==> config.mk <==
export PLATFORM = sky130hd
export DESIGN_NAME = map_rle_loader_flat
export DESIGN_NICKNAME = d
export VERILOG_FILES = /design/src/rtl/map_pkg.sv /design/src/rtl/map_rle_loader_if.sv /design/src/rtl/map_rle_loader.sv /design/src/flat_wrapper.sv
export SDC_FILE = /design/constraint.sdc
export NUM_CORES = 1
export LEC_CHECK = 0
export CAP_MARGIN = 10
export CELL_PAD_IN_SITES_DETAIL_PLACEMENT = 2
export CELL_PAD_IN_SITES_GLOBAL_PLACEMENT = 2
export CORE_MARGIN = 3
export CORE_UTILIZATION = 28
export DETAILED_ROUTE_END_ITERATION = 10
export PLACE_DENSITY_LB_ADDON = 0.08
export SYNTH_ARGS = -nofsm -noshare
export SYNTH_HDL_FRONTEND = slang
export SYNTH_SLANG_ARGS = --single-unit
==> constraint.sdc <==
create_clock -name pixel_clk_in -period 2.8 [get_ports pixel_clk_in]
set_clock_uncertainty 0.2 [all_clocks]
set_input_delay 0.84 -clock pixel_clk_in [delete_from_list [all_inputs] [get_ports pixel_clk_in]]
set_output_delay 0.84 -clock pixel_clk_in [all_outputs]
set_load 0.05 [all_outputs]
==> src/rtl/map_pkg.sv <==
// Shared map definitions for the tile renderer and the RLE map loader.
package map_pkg;

    localparam int MAP_W     = 160;
    localparam int MAP_H     = 90;
    localparam int MAP_TILES = MAP_W * MAP_H;
    localparam int TILE_BITS = 4;

    // Tile codes understood by the renderer palette.
    typedef enum logic [3:0] {
        TILE_VOID   = 4'd0,
        TILE_WALL   = 4'd1,
        TILE_GRASS  = 4'd2,
        TILE_ROUGH  = 4'd3,
        TILE_DIAG_0 = 4'd4,
        TILE_DIAG_1 = 4'd5,
        TILE_DIAG_2 = 4'd6,
        TILE_DIAG_3 = 4'd7,
        TILE_DIAG_4 = 4'd8,
        TILE_DIAG_5 = 4'd9,
        TILE_DIAG_6 = 4'd10,
        TILE_DIAG_7 = 4'd11
    } tile_t;

    // Loader control states.
    typedef enum logic [1:0] {
        IDLE   = 2'd0,
        ACCEPT = 2'd1,
        EMIT   = 2'd2,
        DONE   = 2'd3
    } loader_state_t;

endpackage

==> src/rtl/map_rle_loader_if.sv <==
// Byte-stream interface feeding RLE map data into the loader.
//
// Handshake: a byte transfers on a rising clock edge where valid_in and
// ready_out are both high. The source holds data_in while valid_in is high
// and not yet accepted; ready_out never depends combinationally on valid_in
// or data_in.
interface map_rle_loader_if;
    logic [7:0] data_in;
    logic       valid_in;
    logic       ready_out;

    modport master (output data_in, output valid_in, input ready_out);
    modport slave  (input data_in, input valid_in, output ready_out);
endinterface

==> src/rtl/map_rle_loader.sv <==
// RLE map loader: expands (run, code) bytes into raster-order tile RAM writes.
module map_rle_loader
    import map_pkg::*;
#(
    parameter int WIDTH     = map_pkg::MAP_W,
    parameter int HEIGHT    = map_pkg::MAP_H,
    parameter int TILE_BITS = map_pkg::TILE_BITS,
    parameter int MAX_CODE  = int'(TILE_DIAG_7),
    localparam int N_TILES  = WIDTH * HEIGHT,
    localparam int AW       = $clog2(N_TILES)
) (
    input  logic                 pixel_clk_in,
    input  logic                 rst_n_in,
    input  logic                 start_in,
    map_rle_loader_if.slave      rle,
    output logic                 we_out,
    output logic [AW-1:0]        waddr_out,
    output logic [TILE_BITS-1:0] wdata_out,
    output logic                 busy_out,
    output logic                 done_out,
    output logic                 error_out,
    output loader_state_t        state_dbg_out
);

    localparam logic [AW-1:0]        LAST_ADDR = AW'(N_TILES - 1);
    localparam logic [TILE_BITS-1:0] MAX_C     = TILE_BITS'(MAX_CODE);

    loader_state_t        state_q, state_d;
    logic [AW-1:0]        addr_q, addr_d;
    logic [3:0]           count_q, count_d;
    logic [TILE_BITS-1:0] code_q, code_d;
    logic                 error_q, error_d;

    logic [3:0]           run_in;
    logic [TILE_BITS-1:0] code_in;

    assign run_in  = rle.data_in[7:4];
    assign code_in = rle.data_in[TILE_BITS-1:0];

    // State and datapath registers; reset abandons any load in progress.
    always_ff @(posedge pixel_clk_in or negedge rst_n_in) begin
        if (!rst_n_in) begin
            state_q <= IDLE;
            addr_q  <= '0;
            count_q <= '0;
            code_q  <= '0;
            error_q <= 1'b0;
        end else begin
            state_q <= state_d;
            addr_q  <= addr_d;
            count_q <= count_d;
            code_q  <= code_d;
            error_q <= error_d;
        end
    end

    // Next-state logic: accept one byte, emit its run, stop at the last tile.
    always_comb begin
        state_d = state_q;
        addr_d  = addr_q;
        count_d = count_q;
        code_d  = code_q;
        error_d = error_q;
        case (state_q)
            IDLE: begin
                if (start_in) begin
                    addr_d  = '0;
                    error_d = 1'b0;
                    state_d = ACCEPT;
                end
            end
            ACCEPT: begin
                if (rle.valid_in) begin
                    if (code_in > MAX_C) begin
                        error_d = 1'b1;
                        state_d = DONE;
                    end else begin
                        code_d  = code_in;
                        count_d = run_in;
                        state_d = EMIT;
                    end
                end
            end
            EMIT: begin
                // Last-address check comes before the increment, so the
                // address never wraps; leftover run tiles are dropped.
                if (addr_q == LAST_ADDR) begin
                    state_d = DONE;
                    if (count_q != 4'd0) begin
                        error_d = 1'b1;
                    end
                end else begin
                    addr_d  = addr_q + AW'(1);
                    count_d = count_q - 4'd1;
                    if (count_q == 4'd0) begin
                        state_d = ACCEPT;
                    end
                end
            end
            DONE: begin
                state_d = IDLE;
            end
            default: begin
                state_d = IDLE;
            end
        endcase
    end

    // All outputs decode registered state only.
    assign rle.ready_out  = (state_q == ACCEPT);
    assign we_out         = (state_q == EMIT);
    assign waddr_out      = addr_q;
    assign wdata_out      = code_q;
    assign busy_out       = (state_q != IDLE);
    assign done_out       = (state_q == DONE);
    assign error_out      = error_q;
    assign state_dbg_out  = state_q;

endmodule

==> src/flat_wrapper.sv <==
// flat-port wrapper written by rule: the top's interface ports become plain ports
module map_rle_loader_flat import map_pkg::*;
#(
    parameter int WIDTH     = map_pkg::MAP_W,
    parameter int HEIGHT    = map_pkg::MAP_H,
    parameter int TILE_BITS = map_pkg::TILE_BITS,
    parameter int MAX_CODE  = int'(TILE_DIAG_7),
    localparam int N_TILES  = WIDTH * HEIGHT,
    localparam int AW       = $clog2(N_TILES)
)
  (pixel_clk_in, rst_n_in, start_in, we_out, waddr_out, wdata_out, busy_out, done_out, error_out, state_dbg_out, rle_data_in, rle_valid_in, rle_ready_out);
  map_rle_loader_if rle_i ();
  input  logic pixel_clk_in;
  input  logic rst_n_in;
  input  logic start_in;
  output logic we_out;
  output logic [AW-1:0] waddr_out;
  output logic [TILE_BITS-1:0] wdata_out;
  output logic busy_out;
  output logic done_out;
  output logic error_out;
  output loader_state_t state_dbg_out;
  input wire logic [$bits(rle_i.data_in)-1:0] rle_data_in;
  input wire logic [$bits(rle_i.valid_in)-1:0] rle_valid_in;
  output wire logic [$bits(rle_i.ready_out)-1:0] rle_ready_out;
  assign rle_i.data_in = rle_data_in;
  assign rle_i.valid_in = rle_valid_in;
  assign rle_ready_out = rle_i.ready_out;
  map_rle_loader #(.WIDTH(WIDTH), .HEIGHT(HEIGHT), .TILE_BITS(TILE_BITS), .MAX_CODE(MAX_CODE)) u_core (.pixel_clk_in(pixel_clk_in), .rst_n_in(rst_n_in), .start_in(start_in), .rle(rle_i), .we_out(we_out), .waddr_out(waddr_out), .wdata_out(wdata_out), .busy_out(busy_out), .done_out(done_out), .error_out(error_out), .state_dbg_out(state_dbg_out));
endmodule
==> qor.csv, run 1 <==
metric,value,unit
share of cells above drive strength 1,15.6,%
number of buffers and inverters on the critical path,1,
run status,"finished, final reports clean",
Post-Syn Nets,191,
Chip Height,80.8,µm
number of buffers on the longest clock path,2,
clock transition at the registers of the reported paths,0.10,ns
areal power density over the cells,974,nW/µm²
Critical Path End Type,primary output,
final hold violation count,0,
transition time at the pin with the least slew margin,0.767,ns
max incr delay on CP,0.87,ns
biggest area contributors in the synthesized netlist,"sky130_fd_sc_hd__dfrtp_1 (40%), sky130_fd_sc_hd__ha_1 (5.6%), sky130_fd_sc_hd__nand3_1 (5.1%)",
most numerous cell types in the synthesized netlist,"sky130_fd_sc_hd__dfrtp_1 (25), sky130_fd_sc_hd__nand2_1 (21), sky130_fd_sc_hd__nand3_1 (16)",
largest delay contributor family on the critical path,buffers and inverters,
Starting Density,29.7,%
worst hold endpoint,u_core.wdata_out[2]$_DFFE_PN0P_,
source of the worst register-to-register timing path,u_core.state_dbg_out[0]$_DFFE_PN0P_,
Routed wire per std cell,17.1,µm
# setup viols final,0,
R2R cell count,7,
sequential-to-total area share from yosys stat,39.9,%
global-route congestion overflow total,0,
Clock Latency Late Sink,0.28,ns
post-synthesis area per instance,9.11,µm²
post-synthesis instance area,1570,µm²
Core Box Area,5270,µm²
RePlAce Congestion,0.758,
antenna violations before repair,0,
overall global routing resource usage,15.6,%
Synth Warn #,0,
total number of clock tree sinks,25,
post-route design area,2100,µm²
Peak VDD IR,409,µV
Static Leakage,0.905,nW
top-level I/O count,37,
clock tree from TritonCTS,yes,
number of synthesized flops with an enable pin,0,
portion of total power attributed to sequential cells,27.3,%
hold crit path type,reg -> reg,
worst hold path depth,2,
wire length of the first global-routing pass,8.06,mm
register area,626,µm²
Setup WS post-layout,0.0915,ns
number of hold buffers added after CTS,0,
area of placed instances,2050,µm²
relative slew slack,48.7,%
cell at the root of the clock tree,sky130_fd_sc_hd__clkbuf_8,
startpoint of the tightest hold check path,u_core.wdata_out[2]$_DFFE_PN0P_,
vias in the first global route,1632,
"Primary FF master, synth",sky130_fd_sc_hd__dfrtp_1,
setup repair after global routing missed its margin,no,
Crit Path Max Fanout,9,
async set-reset flop share out of synthesis,100,%
count of different cell masters after synthesis,41,
die boundary width,80.8,µm
clock period minus final worst setup slack,2.71,ns
Fill cells,597,
number of vias in the routed layout,1513,
gate count after technology mapping,172,
vias per std cell,5.38,
kind of start point of the critical path,flip-flop,
maximum achievable frequency,369,MHz
post-layout utilization of the core,39.8,%
switching share of total power,49.7,%
design internal power,1.03,mW
number of rows in the core area,26,
DP Worst Slack,-0.0230,ns
worst endpoint required time,1.76,ns
Final nets,231,
"logic depth of the worst path, buffers included",1,
total clock buffers created by CTS,3,
class of the most critical setup path,reg -> out,
combinational share of power,61.6,%
data arrival at the endpoint of the critical path,1.67,ns
max capacitance violation total,0,
Resized cells post-CTS,0,
overall power after layout,2.04,mW
most frequently used cell type in the post-synthesis netlist,sky130_fd_sc_hd__dfrtp_1,
first-iteration detailed-routing DRC count,37,
critical path's slowest cell,sky130_fd_sc_hd__clkdlybuf4s50_1,
synthesis-to-layout area growth,33.7,%
cell type with the largest total area after synthesis,sky130_fd_sc_hd__dfrtp_1,
Final Cycle Share,96.7,%
"flops & latches, synth",25,
capture instance of the worst register-to-register path,u_core.error_out$_DFFE_PN0P_,
buffers inserted during post-CTS setup optimization,0,
Max Transition Viols Final,0,
area share of the largest cell type after synthesis,39.9,%
Total Routed Length,4.82,mm
Psw,1.01,mW
antenna fix cells,0,
DRC violation count after routing,0,
H-tree levels,1,
full die area,6530,µm²
number of search-and-repair iterations in the first detailed-routing pass,4,
pin count of the biggest net entering global routing,31,
list of cells traversed by the critical path,clkdlybuf4s50_1,
placed wire-length estimate,3.63,mm
register-to-register setup slack,0.38,ns
relative contribution of the clock network to total power,11.1,%
remaining antenna violation count after routing,0,
area of combinational cells with multiple inputs,878,µm²
port buffer count,36,
metrics by stage:
| step | setup TNS [ns] | hold slack [ns] | instances |
|---|---|---|---|
| floorplan | 0 | 0.326 | 172 |
| global placement | 0 | 0.282 | 277 |
| detailed placement | -0.0230 | 0.297 | 277 |
| CTS | 0 | 0.320 | 281 |
| global route | 0 | 0.349 | 281 |
| finish | 0 | 0.306 | 281 |
power groups by stage:
stage          Combinational [mW]  Sequential, mW  Clock [mW]
2_1_floorplan               0.598           0.771           0
3_3_place_gp                 1.23           0.556           0
3_5_place_dp                 1.28           0.566           0
4_1_cts                      1.28           0.559       0.237
5_1_grt                      1.37           0.578       0.250
6_report                     1.26           0.556       0.227
registers in the layout (all words and copies together), names as in the netlist:
register and count:
u_core.error_out 1, u_core.count_q 4, u_core.waddr_out 14, u_core.wdata_out 4, u_core.state_dbg_out 2
final cells by class:
| class | instances | share of cell area (%) |
|---|---|---|
| sequential | 25 | 29.9 |
| tap | 70 | 4.18 |
| inverter | 8 | 1.43 |
| clock buffer | 3 | 1.97 |
| clock inverter | 1 | 0.239 |
| timing repair buffer | 43 | 20.4 |
| multi-input combinational | 131 | 41.9 |
kinds of logic (layout without fill, tap and decap cells):
family	count (synthesis)	in the layout	synth area share [%]
adder cells (fa/ha/maj)	7	7	5.59
AO/OA/AOI/OAI	35	35	15.0
flip-flops	25	25	39.9
multiplexers	10	10	6.94
buffers and inverters	16	55	4.07
AND/OR/NAND/NOR	79	79	28.5
layer usage:
layer,global-route usage [%],vias to the layer above,share of wire (%)
met4,1.52,0,0.50
met3,2.77,2,3.2
met2,30.0,24,54
met5,0,-,0
met1,18.5,774,43
li1,-,713,-
how the worst max path moves through the flow:
stage                                            endpoint  slack, ns                                start
final                                        waddr_out[2]       0.09      u_core.waddr_out[2]$_DFFE_PN0P_
after floorplan           u_core.waddr_out[3]$_DFFE_PN0P_        0.1  u_core.state_dbg_out[0]$_DFFE_PN0P_
after CTS                                    waddr_out[7]       0.08      u_core.waddr_out[7]$_DFFE_PN0P_
after global placement       u_core.error_out$_DFFE_PN0P_       0.04                             start_in
after detailed placement     u_core.error_out$_DFFE_PN0P_      -0.02                             start_in
after global routing                         waddr_out[6]       0.02      u_core.waddr_out[6]$_DFFE_PN0P_
placed cells by master, fill, tap and decap left out, types with 7 or more instances in the layout:
cell | netlist | routed
sky130_fd_sc_hd__ha_1 | 7 | 7
sky130_fd_sc_hd__nand3_1 | 16 | 16
sky130_fd_sc_hd__nand4_1 | 7 | 7
sky130_fd_sc_hd__buf_4 | 0 | 9
sky130_fd_sc_hd__o21ai_0 | 8 | 8
sky130_fd_sc_hd__a21oi_1 | 8 | 8
sky130_fd_sc_hd__clkdlybuf4s50_1 | 0 | 32
sky130_fd_sc_hd__a22o_1 | 7 | 7
sky130_fd_sc_hd__nor2_1 | 11 | 11
sky130_fd_sc_hd__mux2_2 | 7 | 7
sky130_fd_sc_hd__dfrtp_1 | 25 | 25
sky130_fd_sc_hd__inv_1 | 8 | 8
sky130_fd_sc_hd__nand2_1 | 21 | 21
No activity file was read; power rests on OpenSTA's default activity.
==> inputs of run 2 (changes only) <==
--- a/config.mk
+++ b/config.mk
@@ -5,13 +5,14 @@
 export SDC_FILE = /design/constraint.sdc
 export NUM_CORES = 1
 export LEC_CHECK = 0
-export CAP_MARGIN = 10
+export CAP_MARGIN = 20
 export CELL_PAD_IN_SITES_DETAIL_PLACEMENT = 2
 export CELL_PAD_IN_SITES_GLOBAL_PLACEMENT = 2
 export CORE_MARGIN = 3
 export CORE_UTILIZATION = 28
 export DETAILED_ROUTE_END_ITERATION = 10
 export PLACE_DENSITY_LB_ADDON = 0.08
+export SLEW_MARGIN = 10
 export SYNTH_ARGS = -nofsm -noshare
 export SYNTH_HDL_FRONTEND = slang
 export SYNTH_SLANG_ARGS = --single-unit
==> results of run 2 <==
Same layout as run 1: the final DEF is identical, and so are final timing and power.
==> inputs of run 3 (changes only) <==
--- a/config.mk
+++ b/config.mk
@@ -8,9 +8,11 @@
 export CAP_MARGIN = 20
 export CELL_PAD_IN_SITES_DETAIL_PLACEMENT = 2
 export CELL_PAD_IN_SITES_GLOBAL_PLACEMENT = 2
+export CORE_ASPECT_RATIO = 0.75
 export CORE_MARGIN = 3
 export CORE_UTILIZATION = 28
 export DETAILED_ROUTE_END_ITERATION = 10
+export MAX_ROUTING_LAYER = met4
 export PLACE_DENSITY_LB_ADDON = 0.08
 export SLEW_MARGIN = 10
 export SYNTH_ARGS = -nofsm -noshare
==> run 3 against run 2 <==
  * Critical path type unchanged
  * Critical endpoint is now waddr_out[7]
  * Worst setup slack lost 0.0096 ns
  * Combinational power barely moved
  * Global-route usage rose by 0.29 points
  * Largest cell class unchanged
==> qor.csv, run 3 (synthesis gave the netlist of run 1 again) <==
metric,value,unit,change
run status,"finished, final reports clean",,
RePlAce Congestion,0.791,,+4.5%
max capacitance violation total,0,,unchanged
relative slew slack,66.2,%,+18 points
data arrival at the endpoint of the critical path,1.68,ns,about the same
design internal power,1.05,mW,+2.5%
wire length of the first global-routing pass,8.13,mm,+0.86%
"most common cell after layout, fill and taps aside",sky130_fd_sc_hd__clkdlybuf4s50_1,,
number of flip-flops in the largest register,14,,unchanged
number of hold buffers added after CTS,0,,unchanged
number of search-and-repair iterations in the first detailed-routing pass,4,,unchanged
first-iteration detailed-routing DRC count,63,,+70%
global-route congestion overflow total,0,,unchanged
post-route design area,2130,µm²,+1.7%
Crit Path Max Fanout,9,,unchanged
Final nets,233,,+0.87%
number of vias in the routed layout,1484,,-1.9%
die boundary width,92.4,µm,+14%
summed negative setup slack over all endpoints,0,ns,unchanged
class of the most critical setup path,reg -> out,,
pin count of the biggest net entering global routing,31,,unchanged
port buffer count,36,,unchanged
DRC violation count after routing,0,,unchanged
kind of start point of the critical path,flip-flop,,
top-level I/O count,37,,unchanged
Core Box Area,5150,µm²,-2.3%
Clock Latency Late Sink,0.29,ns,about the same
area of placed instances,2080,µm²,+1.5%
Min Hold Slack,0.313,ns,+0.00646 ns
number of rows in the core area,22,,-15%
critical path's slowest cell,sky130_fd_sc_hd__clkdlybuf4s50_1,,
setup repair after global routing missed its margin,no,,
Total Routed Length,4.83,mm,+0.21%
Starting Density,30.5,%,+0.71 points
vias in the first global route,1597,,-2.1%
maximum achievable frequency,368,MHz,-0.35%
clock tree from TritonCTS,yes,,
clock transition at the registers of the reported paths,0.11,ns,about the same
portion of total power attributed to sequential cells,26.5,%,-0.8 points
number of buffers and inverters on the critical path,1,,unchanged
Chip Height,70.8,µm,-12%
# setup viols final,0,,unchanged
list of cells traversed by the critical path,clkdlybuf4s50_1,,
relative contribution of the clock network to total power,11.5,%,+0.4 points
final hold violation count,0,,unchanged
Static Leakage,0.937,nW,+3.5%
"commonest non-fill, non-tap cells in the layout","sky130_fd_sc_hd__clkdlybuf4s50_1 (31), sky130_fd_sc_hd__dfrtp_1 (25), sky130_fd_sc_hd__nand2_1 (21)",,
synthesis-to-layout area growth,35.9,%,
transition time at the pin with the least slew margin,0.506,ns,-0.261 ns
Max Transition Viols Final,0,,unchanged
clock period minus final worst setup slack,2.72,ns,+0.00958 ns
H-tree levels,1,,unchanged
total number of clock tree sinks,25,,unchanged
antenna violations before repair,0,,unchanged
vias per std cell,5.21,,-3.3%
full die area,6540,µm²,+0.15%
Critical Path End Type,primary output,,
remaining antenna violation count after routing,0,,unchanged
antenna fix cells,0,,unchanged
worst endpoint required time,1.76,ns,about the same
switching share of total power,49.2,%,-0.54 points
largest delay contributor family on the critical path,buffers and inverters,,
overall power after layout,2.07,mW,+1.4%
Final Cycle Share,97.1,%,+0.34 points
share of cells above drive strength 1,16.4,%,+0.79 points
placed wire-length estimate,3.54,mm,-2.4%
max incr delay on CP,0.87,ns,about the same
combinational share of power,62.0,%,+0.4 points
overall global routing resource usage,15.9,%,+0.29 points
Psw,1.02,mW,+0.30%
Peak VDD IR,417,µV,+1.8%
areal power density over the cells,971,nW/µm²,-0.27%
hold crit path type,reg -> reg,,
Routed wire per std cell,16.9,µm,-1.2%
number of buffers on the longest clock path,2,,unchanged
total clock buffers created by CTS,3,,unchanged
cell at the root of the clock tree,sky130_fd_sc_hd__clkbuf_8,,
run 3: changes by cell type in the layout (fill, tap and decap cells not counted), sizes merged:
cell and delta:
clkdlybuf4s50 -1, clkinvlp +1, dlymetal6s2s +1, buf +2, clkinv -1
run 3: per-layer routing:
layer / track usage (%) / up-vias / share of wire (%)
li1: - / 715 / -
met1: 21.0 / 742 / 49
met2: 26.4 / 25 / 47
met3: 2.76 / 2 / 3.5
met4: 1.98 / 0 / 0.43
met5: - / - / 0
run 3: what timing repair did:
item | CTS | global route
gates resized for setup | 0 | 1
buffers inserted | 0 | 0
setup endpoints to repair | 0 | 1
run 3: power groups by stage:
stage	Combinational [mW]	Sequential [mW]	Clock, mW
finish	1.28	0.549	0.239
global route	1.40	0.565	0.263
CTS	1.31	0.551	0.251
detailed placement	1.30	0.557	0
global placement	1.26	0.548	0
floorplan	0.598	0.771	0
run 3: layout make-up:
cell class	count	area [µm²]
fillers	571	3020
multi-input cells	131	878
flip-flops and latches	25	626
repair buffers	45	458
well taps	72	90.1
clock buffers	3	41.3
inverters	8	30.0
clock inverters	1	7.51
run 3: per-stage QoR:
| step | setup WS (ns) | utilization, % | std cells |
|---|---|---|---|
| after floorplan | 0.0988 | - | 172 |
| after global placement | 0.220 | 40.4 | 281 |
| after detailed placement | 0.183 | 40.4 | 281 |
| after CTS | 0.0471 | 41.3 | 285 |
| after global routing | 0.0284 | 41.4 | 285 |
| final | 0.0819 | 41.4 | 285 |
run 3: final timing paths:
path	start	to	slack, ns	cells past startpoint
worst max register to register	u_core.waddr_out[11]$_DFFE_PN0P_	u_core.waddr_out[2]$_DFFE_PN0P_	0.50	5
max in group asynchronous	rst_n_in	u_core.count_q[2]$_DFFE_PN0P_	1.40	2
worst min register to register	u_core.wdata_out[3]$_DFFE_PN0P_	u_core.wdata_out[3]$_DFFE_PN0P_	0.31	2
min in group asynchronous	rst_n_in	u_core.waddr_out[11]$_DFFE_PN0P_	0.72	2
worst max-delay path	u_core.waddr_out[7]$_DFFE_PN0P_	waddr_out[7]	0.08	1
worst min-delay path	u_core.wdata_out[3]$_DFFE_PN0P_	u_core.wdata_out[3]$_DFFE_PN0P_	0.31	2
